`config.mk`:
```
export PLATFORM = sky130hd
export DESIGN_NAME = sirv_repeater_param
export DESIGN_NICKNAME = d
export VERILOG_FILES = /design/src/rtl/sirv_repeater_param_pkg.sv /design/src/rtl/sirv_repeater_param_ctrl.sv /design/src/rtl/sirv_repeater_param.sv
export SDC_FILE = /design/constraint.sdc
export NUM_CORES = 1
export LEC_CHECK = 0
export CAP_MARGIN = 20
export CORE_MARGIN = 1.5
export CORE_UTILIZATION = 40
export CTS_BUF_LIST = sky130_fd_sc_hd__clkbuf_8
export DETAILED_ROUTE_END_ITERATION = 10
export MAX_ROUTING_LAYER = met4
export PLACE_DENSITY_LB_ADDON = 0.15
export SLEW_MARGIN = 25
export SYNTH_ARGS = -nofsm -noshare
export SYNTH_HDL_FRONTEND = slang
export SYNTH_SLANG_ARGS = --single-unit
```
`constraint.sdc`:
```
create_clock -name clock -period 3 [get_ports clock]
set_input_delay 0.3 -clock clock [delete_from_list [all_inputs] [get_ports clock]]
set_output_delay 0.3 -clock clock [all_outputs]
set_load 0.005 [all_outputs]
```
`src/rtl/sirv_repeater_param_pkg.sv`:
```
// sirv_repeater_param_pkg: shared TileLink field widths, opcodes and repeat-mode encoding
package sirv_repeater_param_pkg;
  localparam int TL_OPCODE_W = 3;
  localparam int TL_PARAM_W = 3;
  localparam int TL_SIZE_W = 3;
  localparam int TL_SOURCE_W = 2;
  localparam int TL_ADDR_W = 30;
  localparam int TL_MASK_W = 1;
  localparam int TL_DATA_W = 8;
  localparam int TL_CNT_W = 4;
  localparam logic [2:0] TL_GET = 3'd4;
  localparam logic [2:0] TL_PUT_FULL = 3'd0;
  typedef enum logic {MODE_LEVEL, MODE_COUNT} repeat_mode_e;
endpackage

```
`src/rtl/sirv_repeater_param_ctrl.sv`:
```
// sirv_repeater_param_ctrl: full flag, remaining-repeat counter and save decision
module sirv_repeater_param_ctrl
  import sirv_repeater_param_pkg::*;
#(
  parameter int CNT_W = TL_CNT_W,
  parameter repeat_mode_e MODE = MODE_LEVEL
) (
  input  logic             clock,
  input  logic             reset,
  input  logic             repeat_en,
  input  logic [CNT_W-1:0] repeat_num,
  input  logic             enq_fire,
  input  logic             deq_fire,
  output logic             save,
  output logic             full,
  output logic [CNT_W-1:0] rep_left
);
  assign save = enq_fire & (MODE == MODE_COUNT ? |repeat_num : repeat_en);
  // count mode loads the counter on save and counts down per deq beat; level mode follows repeat_en
  always_ff @(posedge clock)
    if (reset) begin
      full <= 1'b0;
      rep_left <= '0;
    end else if (MODE == MODE_COUNT) begin
      if (save) begin
        full <= 1'b1;
        rep_left <= repeat_num;
      end else if (deq_fire && full) begin
        full <= rep_left != CNT_W'(1);
        rep_left <= rep_left - CNT_W'(1);
      end
    end else
      full <= (deq_fire && !repeat_en) ? 1'b0 : save | full;
endmodule

```
`src/rtl/sirv_repeater_param.sv`:
```
// sirv_repeater_param: TileLink A-channel beat repeater, level or count mode; SIRV_REPEATER_ADDR_INC_EN advances the saved address per beat
module sirv_repeater_param
  import sirv_repeater_param_pkg::*;
#(
  parameter int OPCODE_W = TL_OPCODE_W,
  parameter int PARAM_W = TL_PARAM_W,
  parameter int SIZE_W = TL_SIZE_W,
  parameter int SOURCE_W = TL_SOURCE_W,
  parameter int ADDR_W = TL_ADDR_W,
  parameter int MASK_W = TL_MASK_W,
  parameter int DATA_W = TL_DATA_W,
  parameter int CNT_W = TL_CNT_W,
  parameter int COUNT_MODE = 0
) (
  input  logic                clock,
  input  logic                reset,
  input  logic                repeat_en,
  input  logic [CNT_W-1:0]    repeat_num,
  output logic                full,
  output logic [CNT_W-1:0]    rep_left,
  output logic                enq_ready,
  input  logic                enq_valid,
  input  logic [OPCODE_W-1:0] enq_bits_opcode,
  input  logic [PARAM_W-1:0]  enq_bits_param,
  input  logic [SIZE_W-1:0]   enq_bits_size,
  input  logic [SOURCE_W-1:0] enq_bits_source,
  input  logic [ADDR_W-1:0]   enq_bits_address,
  input  logic [MASK_W-1:0]   enq_bits_mask,
  input  logic [DATA_W-1:0]   enq_bits_data,
  input  logic                deq_ready,
  output logic                deq_valid,
  output logic [OPCODE_W-1:0] deq_bits_opcode,
  output logic [PARAM_W-1:0]  deq_bits_param,
  output logic [SIZE_W-1:0]   deq_bits_size,
  output logic [SOURCE_W-1:0] deq_bits_source,
  output logic [ADDR_W-1:0]   deq_bits_address,
  output logic [MASK_W-1:0]   deq_bits_mask,
  output logic [DATA_W-1:0]   deq_bits_data
);
  localparam repeat_mode_e MODE = COUNT_MODE != 0 ? MODE_COUNT : MODE_LEVEL;
  logic save, enq_fire, deq_fire;
  logic [OPCODE_W-1:0] s_opcode;
  logic [PARAM_W-1:0] s_param;
  logic [SIZE_W-1:0] s_size;
  logic [SOURCE_W-1:0] s_source;
  logic [ADDR_W-1:0] s_address;
  logic [MASK_W-1:0] s_mask;
  logic [DATA_W-1:0] s_data;
  assign enq_ready = deq_ready & ~full;
  assign deq_valid = enq_valid | full;
  assign enq_fire = enq_valid & enq_ready;
  assign deq_fire = deq_valid & deq_ready;
  assign deq_bits_opcode = full ? s_opcode : enq_bits_opcode;
  assign deq_bits_param = full ? s_param : enq_bits_param;
  assign deq_bits_size = full ? s_size : enq_bits_size;
  assign deq_bits_source = full ? s_source : enq_bits_source;
  assign deq_bits_address = full ? s_address : enq_bits_address;
  assign deq_bits_mask = full ? s_mask : enq_bits_mask;
  assign deq_bits_data = full ? s_data : enq_bits_data;
  sirv_repeater_param_ctrl #(.CNT_W(CNT_W), .MODE(MODE)) u_ctrl (
    .clock(clock),
    .reset(reset),
    .repeat_en(repeat_en),
    .repeat_num(repeat_num),
    .enq_fire(enq_fire),
    .deq_fire(deq_fire),
    .save(save),
    .full(full),
    .rep_left(rep_left)
  );
  // capture the non-address payload of the beat being saved
  always_ff @(posedge clock)
    if (reset)
      {s_opcode, s_param, s_size, s_source, s_mask, s_data} <= '0;
    else if (save)
      {s_opcode, s_param, s_size, s_source, s_mask, s_data} <=
        {enq_bits_opcode, enq_bits_param, enq_bits_size, enq_bits_source, enq_bits_mask, enq_bits_data};
`ifdef SIRV_REPEATER_ADDR_INC_EN
  // saved address always points at the next beat: one size-step past what was last presented
  always_ff @(posedge clock)
    if (reset)
      s_address <= '0;
    else if (save)
      s_address <= enq_bits_address + (ADDR_W'(1) << enq_bits_size);
    else if (deq_fire && full)
      s_address <= s_address + (ADDR_W'(1) << s_size);
`else
  // saved address is held constant for a plain repeat
  always_ff @(posedge clock)
    if (reset)
      s_address <= '0;
    else if (save)
      s_address <= enq_bits_address;
`endif
endmodule

```
==> metrics.md, run 1 <==
| Metric | Value |
|---|---|
| Postcts setup bufs | `0` |
| Simple-Gate Fraction of Synth Area | `0.224` |
| Internal power | `~1.1 mW` |
| Synthesized area | `0.00294 mm^2` |
| Synth Area in Adders | `0` |
| Placed Area | `between 0.004 and 0.005 mm^2` |
| Gate Count Post-Synth | `285` |
| Sequential Power Share | `0.495` |
| Port Buffer Count | `~110` |
| Post-synthesis mux area share | `0.361` |
| Fin cells | `roughly 480` |
| Endpoints failing hold | `0` |
| Commonest non-fill, non-tap cell in the layout | `clkdlybuf4s50_1` |
| Largest family of logic cells by synthesized area | `multiplexers` |
| Number of diodes | `0` |
| Fill count | `a little under 700` |
| Post-DP HPWL | `around 4.0 mm` |
| Antenna violations before repair | `0` |
| Ys Warns | `0` |
| I/O pin cnt | `approximately 120` |
| CP startpoint | `u_ctrl.full` |
| Period utilization | `0.773` |
| WL per Instance | `~13 um` |
| Crit-path max FO | `40` |
| Die X | `about 90 um` |
| Vias per Instance | `roughly 4.6` |
| Num CTS Buffers | `5` |
| Nets@finish | `437` |
| Setup CP Type | `flop to primary output` |
| Inst Count DP | `470` |
| # hold bufs at CTS | `0` |
| Post-CTS sizing | `0` |
| DRT antenna net count | `0` |
| Outcome | `finished clean` |
| Setup TNS | `0 ps` |
| Worst hold slack | `between 400 and 500 ps` |
| Top cells by area, synth | `dfxtp_1, nand2b_1, mux2_2, mux2i_1, buf_8` |
| Final Cell Area | `between 0.004 and 0.005 mm^2` |
| Final min period | `roughly 2300 ps` |
| Vias in the first global route | `between 2,000 and 2,500` |
| Compound-Gate Fraction of Synth Area | `0.00170` |
| Power share of the clock group | `0.252` |
| # H-tree levels | `2` |
| Fin util | `0.568` |
| Clk root buf | `clkbuf_8` |
| Final RePlAce weighted congestion | `0.656` |
| Final worst slack | `between 600 and 700 ps` |
| Rows | `31` |
| Worst Hold Launch | `s_address[16]` |
| First DRT Iteration DRCs | `between 70 and 80` |
| Yosys top cell by area | `dfxtp_1` |
| Power Total | `roughly 1.4 mW` |
| Crit path max-delay cell type | `dfxtp_2` |
| Power share of the combinational group | `0.252` |
| Die footprint | `0.00788 mm^2` |
| Max-cap violations | `0` |
| Worst slew margin | `0.586` |
| CTS clk-pin slew, worst paths | `80 ps` |
| Setup WS pre-CTS | `approximately 1000 ps` |
| Fmax | `between 400 and 500 MHz` |
| Deepest clock path buffer count | `2` |
| Layout cells sized above 1 | `0.164` |
| P_sw | `0.341 mW` |
| Syn avg cell area | `10.3 um^2` |
| Initial Utilization | `0.410` |
| Leak pwr | `approximately 1.4 nW` |
| Synth-to-Final Area Change | `38.5%` |
| Total gr overflow | `0` |
| Critical R2R Launch | `u_ctrl.full` |
| Top-area cell type share of the netlist area | `0.347` |
| Clk_skew | `approximately 3.7 ps` |
| Final WL | `6.04 mm` |
| Critical-path cell list | `buf_12 -> mux2_2 -> clkdlybuf4s50_1` |
| Clk sinks | `slightly above 50` |
| Sw frac | `0.236` |
| Via count | `~2,200` |
| Gr usage total | `0.158` |
| Worst skew pair latency | `around 290 ps` |
| Sequential fraction of the synthesis area | `0.347` |
| DRT Pass-1 Iters | `4` |
| CP arrival | `2020 ps` |
| Worst path max stage delay | `between 500 and 600 ps` |
| Synth cell types | `15` |
| Xor and xnor fraction of the mapped netlist area | `0` |
| Worst min-delay path class | `flop to flop` |
| Slew @ Worst Pin | `roughly 620 ps` |
| Startpoint Class | `flop` |
| Critical Path End Type | `primary output` |
| Worst path required time | `between 2000 and 3000 ps` |
| Max IR drop VDD | `roughly 0.00016 V` |
| Wire length of the first global-routing pass | `~9.5 mm` |
| RSZ-0062 raised after global routing | `no` |
| CTS tree | `done` |
| Final Slew Violations | `0` |
| Height of the die | `between 80 and 90 um` |
| Seq cells post-synth | `just over 50` |
| Final setup viols | `0` |
| Largest net degree at the start of global routing | `53` |
| DRC viols | `0` |
| Pwr per Cell Area | `approximately 350 mW/mm^2` |
| Most frequent cells in the layout | `clkdlybuf4s50_1, nand2b_1, mux2_2, mux2i_1, dfxtp_1` |
| Placeable Area | `0.00718 mm^2` |
[cell type report]
type	instances	area [um^2]	area share
Clock buffer	5	68.8	0.0169
Clock inverter	1	3.75	0.000921
Multi-Input combinational cell	210	1740	0.428
Sequential cell	51	1020	0.251
Tap cell	99	124	0.0304
Timing Repair Buffer	110	1110	0.273
[power by group through the flow]
stage	logic [mW]	registers, mW	clock network (mW)
finish	0.364	0.715	0.364
floorplan	0.180	0.724	0
CTS	0.371	0.716	0.388
global placement	0.365	0.730	0
detailed placement	0.368	0.731	0
global route	0.396	0.719	0.411
[kinds of logic (layout without fill, tap and decap cells)]
| group | count (synthesis) | in the layout |
|---|---|---|
| AOI/OAI and AO/OA | 1 | 1 |
| buffers and inverters | 27 | 116 |
| DFF | 51 | 51 |
| muxes | 100 | 100 |
| other | 1 | 4 |
| and+or+nand+nor | 105 | 105 |
[registers in the layout, summed over array words and instances, names as in the netlist]
name and cells:
s_data 8, s_size 3, u_ctrl.full 1, s_param 3
s_opcode 3, s_address 30, s_mask 1, s_source 2
[critical path: cells and delay by family, from the launching register on]
| kind | cells | cell delay, ps |
|---|---|---|
| muxes | 1 | 370 |
| buffers and inverters | 2 | 750 |
| DFF | 1 | 570 |
[cells in the mapped netlist, drive strengths merged]
library cell  count
buf              16
dfxtp            51
conb              1
and4b             1
mux2             50
or2               1
nor2b             2
nor3              1
a21oi             1
mux2i            50
nand2b          100
clkbuf           11
[per-layer routing]
metal | up-vias | share of wire | global-route usage
met5 | - | 0 | -
met4 | 0 | 0.0078 | 0.0426
met3 | 5 | 0.075 | 0.0560
met2 | 60 | 0.47 | 0.270
met1 | 1024 | 0.45 | 0.174
li1 | 1123 | - | -
[path summary, 6_finish.rpt]
path                                          to  slack, ps  cells after the start
worst min-delay path               s_address[16]        470                      2
worst max register to register     s_address[28]       1540                      3
worst max-delay path            deq_bits_data[3]        680                      3
worst min register to register     s_address[16]        470                      2
Note: power is estimated with default switching activity, not from simulation.
==> run 2, diff against run 1 <==
clock period = 2.4 ns   (was 3 ns; I/O delays follow)
==> run 2 against run 1 <==
Against the previous run: register-to-register slack worse by 650 ps; highest routed layer unchanged; cell count rose by 0.63%; clock-buffer cell count increased by 2; design area is 1.2% higher; sequential share of layout area decreased by 0.29 points; total power grew 31%; non-clock buffer count increased by 1; clock power increased by 48%; via count grew 1.1%.
==> metrics.md, run 2 (same netlist as run 1, synthesis figures left out) <==
| Metric | Value |
|---|---|
| Outcome | `finished clean` |
| Worst path required time | `2160 ps` |
| I/O pin cnt | `about 120` |
| Most frequent cells in the layout | `clkdlybuf4s50_1, nand2b_1, mux2_2, mux2i_1, dfxtp_1` |
| RSZ-0062 raised after global routing | `no` |
| Leak pwr | `1.46 nW` |
| Storage cell area | `approximately 0.001 mm^2` |
| Placeable Area | `between 0.007 and 0.008 mm^2` |
| Critical path depth | `3` |
| Final WL | `6.09 mm` |
| Die footprint | `~0.008 mm^2` |
| WL per Instance | `between 10 and 15 um` |
| Worst Setup EP | `deq_bits_address[26]` |
| Worst R2R Path Depth | `4` |
| Worst slew margin | `0.631` |
| Critical R2R Launch | `u_ctrl.full` |
| Worst Hold Launch | `s_address[24]` |
| Worst path max stage delay | `between 400 and 500 ps` |
| Max IR drop VDD | `roughly 0.0002 V` |
| Placed Area | `just over 0.004 mm^2` |
| Setup TNS | `0 ps` |
| Pwr per Cell Area | `between 400 and 500 mW/mm^2` |
| Port Buffer Count | `107` |
| Worst min-delay path class | `flop to flop` |
| Critical-path cell list | `buf_12 -> mux2_2 -> clkdlybuf4s50_1` |
| Initial Utilization | `0.410` |
| CTS tree | `done` |
| Critical Path End Type | `primary output` |
| CP arrival | `~1800 ps` |
| CTS clk-pin slew, worst paths | `90 ps` |
| Antenna violations before repair | `0` |
| # hold bufs at CTS | `0` |
| Final RePlAce weighted congestion | `approximately 0.66` |
| Via count | `2,236` |
| Startpoint Class | `flop` |
| Synth-to-Final Area Change | `40.1%` |
| Deepest clock path buffer count | `2` |
| Vias per Instance | `4.67` |
| Max-cap violations | `0` |
| Die X | `slightly below 90 um` |
| Clk sinks | `between 50 and 60` |
| Number of diodes | `0` |
| Final Cell Area | `0.00412 mm^2` |
| Clk root buf | `clkbuf_8` |
| DRC viols | `0` |
| Rows | `31` |
| Post-CTS sizing | `0` |
| CP Buf/Inv Count | `2` |
| Gr usage total | `0.156` |
| Final min period | `around 2000 ps` |
| Endpoints failing hold | `0` |
| Crit path max-delay cell type | `clkdlybuf4s50_1` |
| Final setup viols | `0` |
| Height of the die | `88.8 um` |
| Total gr overflow | `0` |
| Period utilization | `0.832` |
| Clk_skew | `4.72 ps` |
| Crit-path leading delay family | `buffers and inverters` |
| Final Slew Violations | `0` |
| Crit-path max FO | `41` |
| Num CTS Buffers | `5` |
| Wire length of the first global-routing pass | `between 9 and 10 mm` |
| Largest register FFs | `30` |
| DRT Pass-1 Iters | `4` |
| Nets@finish | `438` |
| First DRT Iteration DRCs | `61` |
| Power Total | `between 1.5 and 2 mW` |
| Postcts setup bufs | `0` |
| Largest net degree at the start of global routing | `between 60 and 70` |
| Vias in the first global route | `around 2,100` |
| CP startpoint | `u_ctrl.full` |
| Area of the multi-input gates | `about 0.0017 mm^2` |
| Setup CP Type | `flop to primary output` |
| Layout cells sized above 1 | `0.171` |
| Critical R2R Capture | `s_address[7]` |
| Fmax | `around 500 MHz` |
| DRT antenna net count | `0` |
| Post-DP HPWL | `3.97 mm` |
| Top reg by flops | `s_address` |
| Fill count | `slightly above 600` |
| Commonest non-fill, non-tap cell in the layout | `clkdlybuf4s50_1` |
| Worst skew pair latency | `about 300 ps` |
| Slew @ Worst Pin | `approximately 550 ps` |
| Register-to-Register Setup Slack | `around 900 ps` |
| # H-tree levels | `2` |
==> run 2: cell types whose count changed in the layout (fill, tap and decap cells not counted) <==
cell	change
clkbuf_8	+2
buf_12	+1
==> run 2: area by class of cell <==
class / instances / area share
multi-input combinational: 210 / 0.423
timing repair buffer: 111 / 0.275
sequential: 51 / 0.248
tap: 99 / 0.0300
clock buffer: 7 / 0.0234
clock inverter: 1 / 0.000910
==> run 2: worst min-delay path: cells and delay by family (launching register included) <==
kind	cells	cell delay, ps
DFF	1	320
and+or+nand+nor	1	60
muxes	1	60
==> run 2: report_power, final <==
part,switching [mW],internal (mW)
Combinational,0.149,0.316
Clock,0.281,0.260
Sequential,0.0143,0.875
==> run 2: metrics by stage <==
step | hold WS (ps) | instances | setup slack, ps | utilization
floorplan | 395 | 288 | 1130 | -
global placement | 454 | 471 | 725 | 0.561
detailed placement | 460 | 471 | 716 | 0.561
CTS | 479 | 479 | 380 | 0.575
global route | 492 | 479 | 338 | 0.575
finish | 474 | 479 | 402 | 0.575
==> run 2: worst min path at each step <==
stage	depth (start not counted)	slack, ps	end
floorplan	2	400	s_address[0]
global placement	2	450	s_data[2]
detailed placement	2	460	s_address[27]
CTS	2	480	s_address[25]
global route	2	490	s_address[25]
finish	2	470	s_address[24]
==> run 2: layer usage <==
layer	part of all wire	up-vias	routed length, um	GRT usage
met1	0.45	1048	2760	0.181
met2	0.47	59	2870	0.259
met5	0	-	0	-
met3	0.069	4	421	0.0485
li1	-	1125	-	-
met4	0.0064	0	39	0.0426
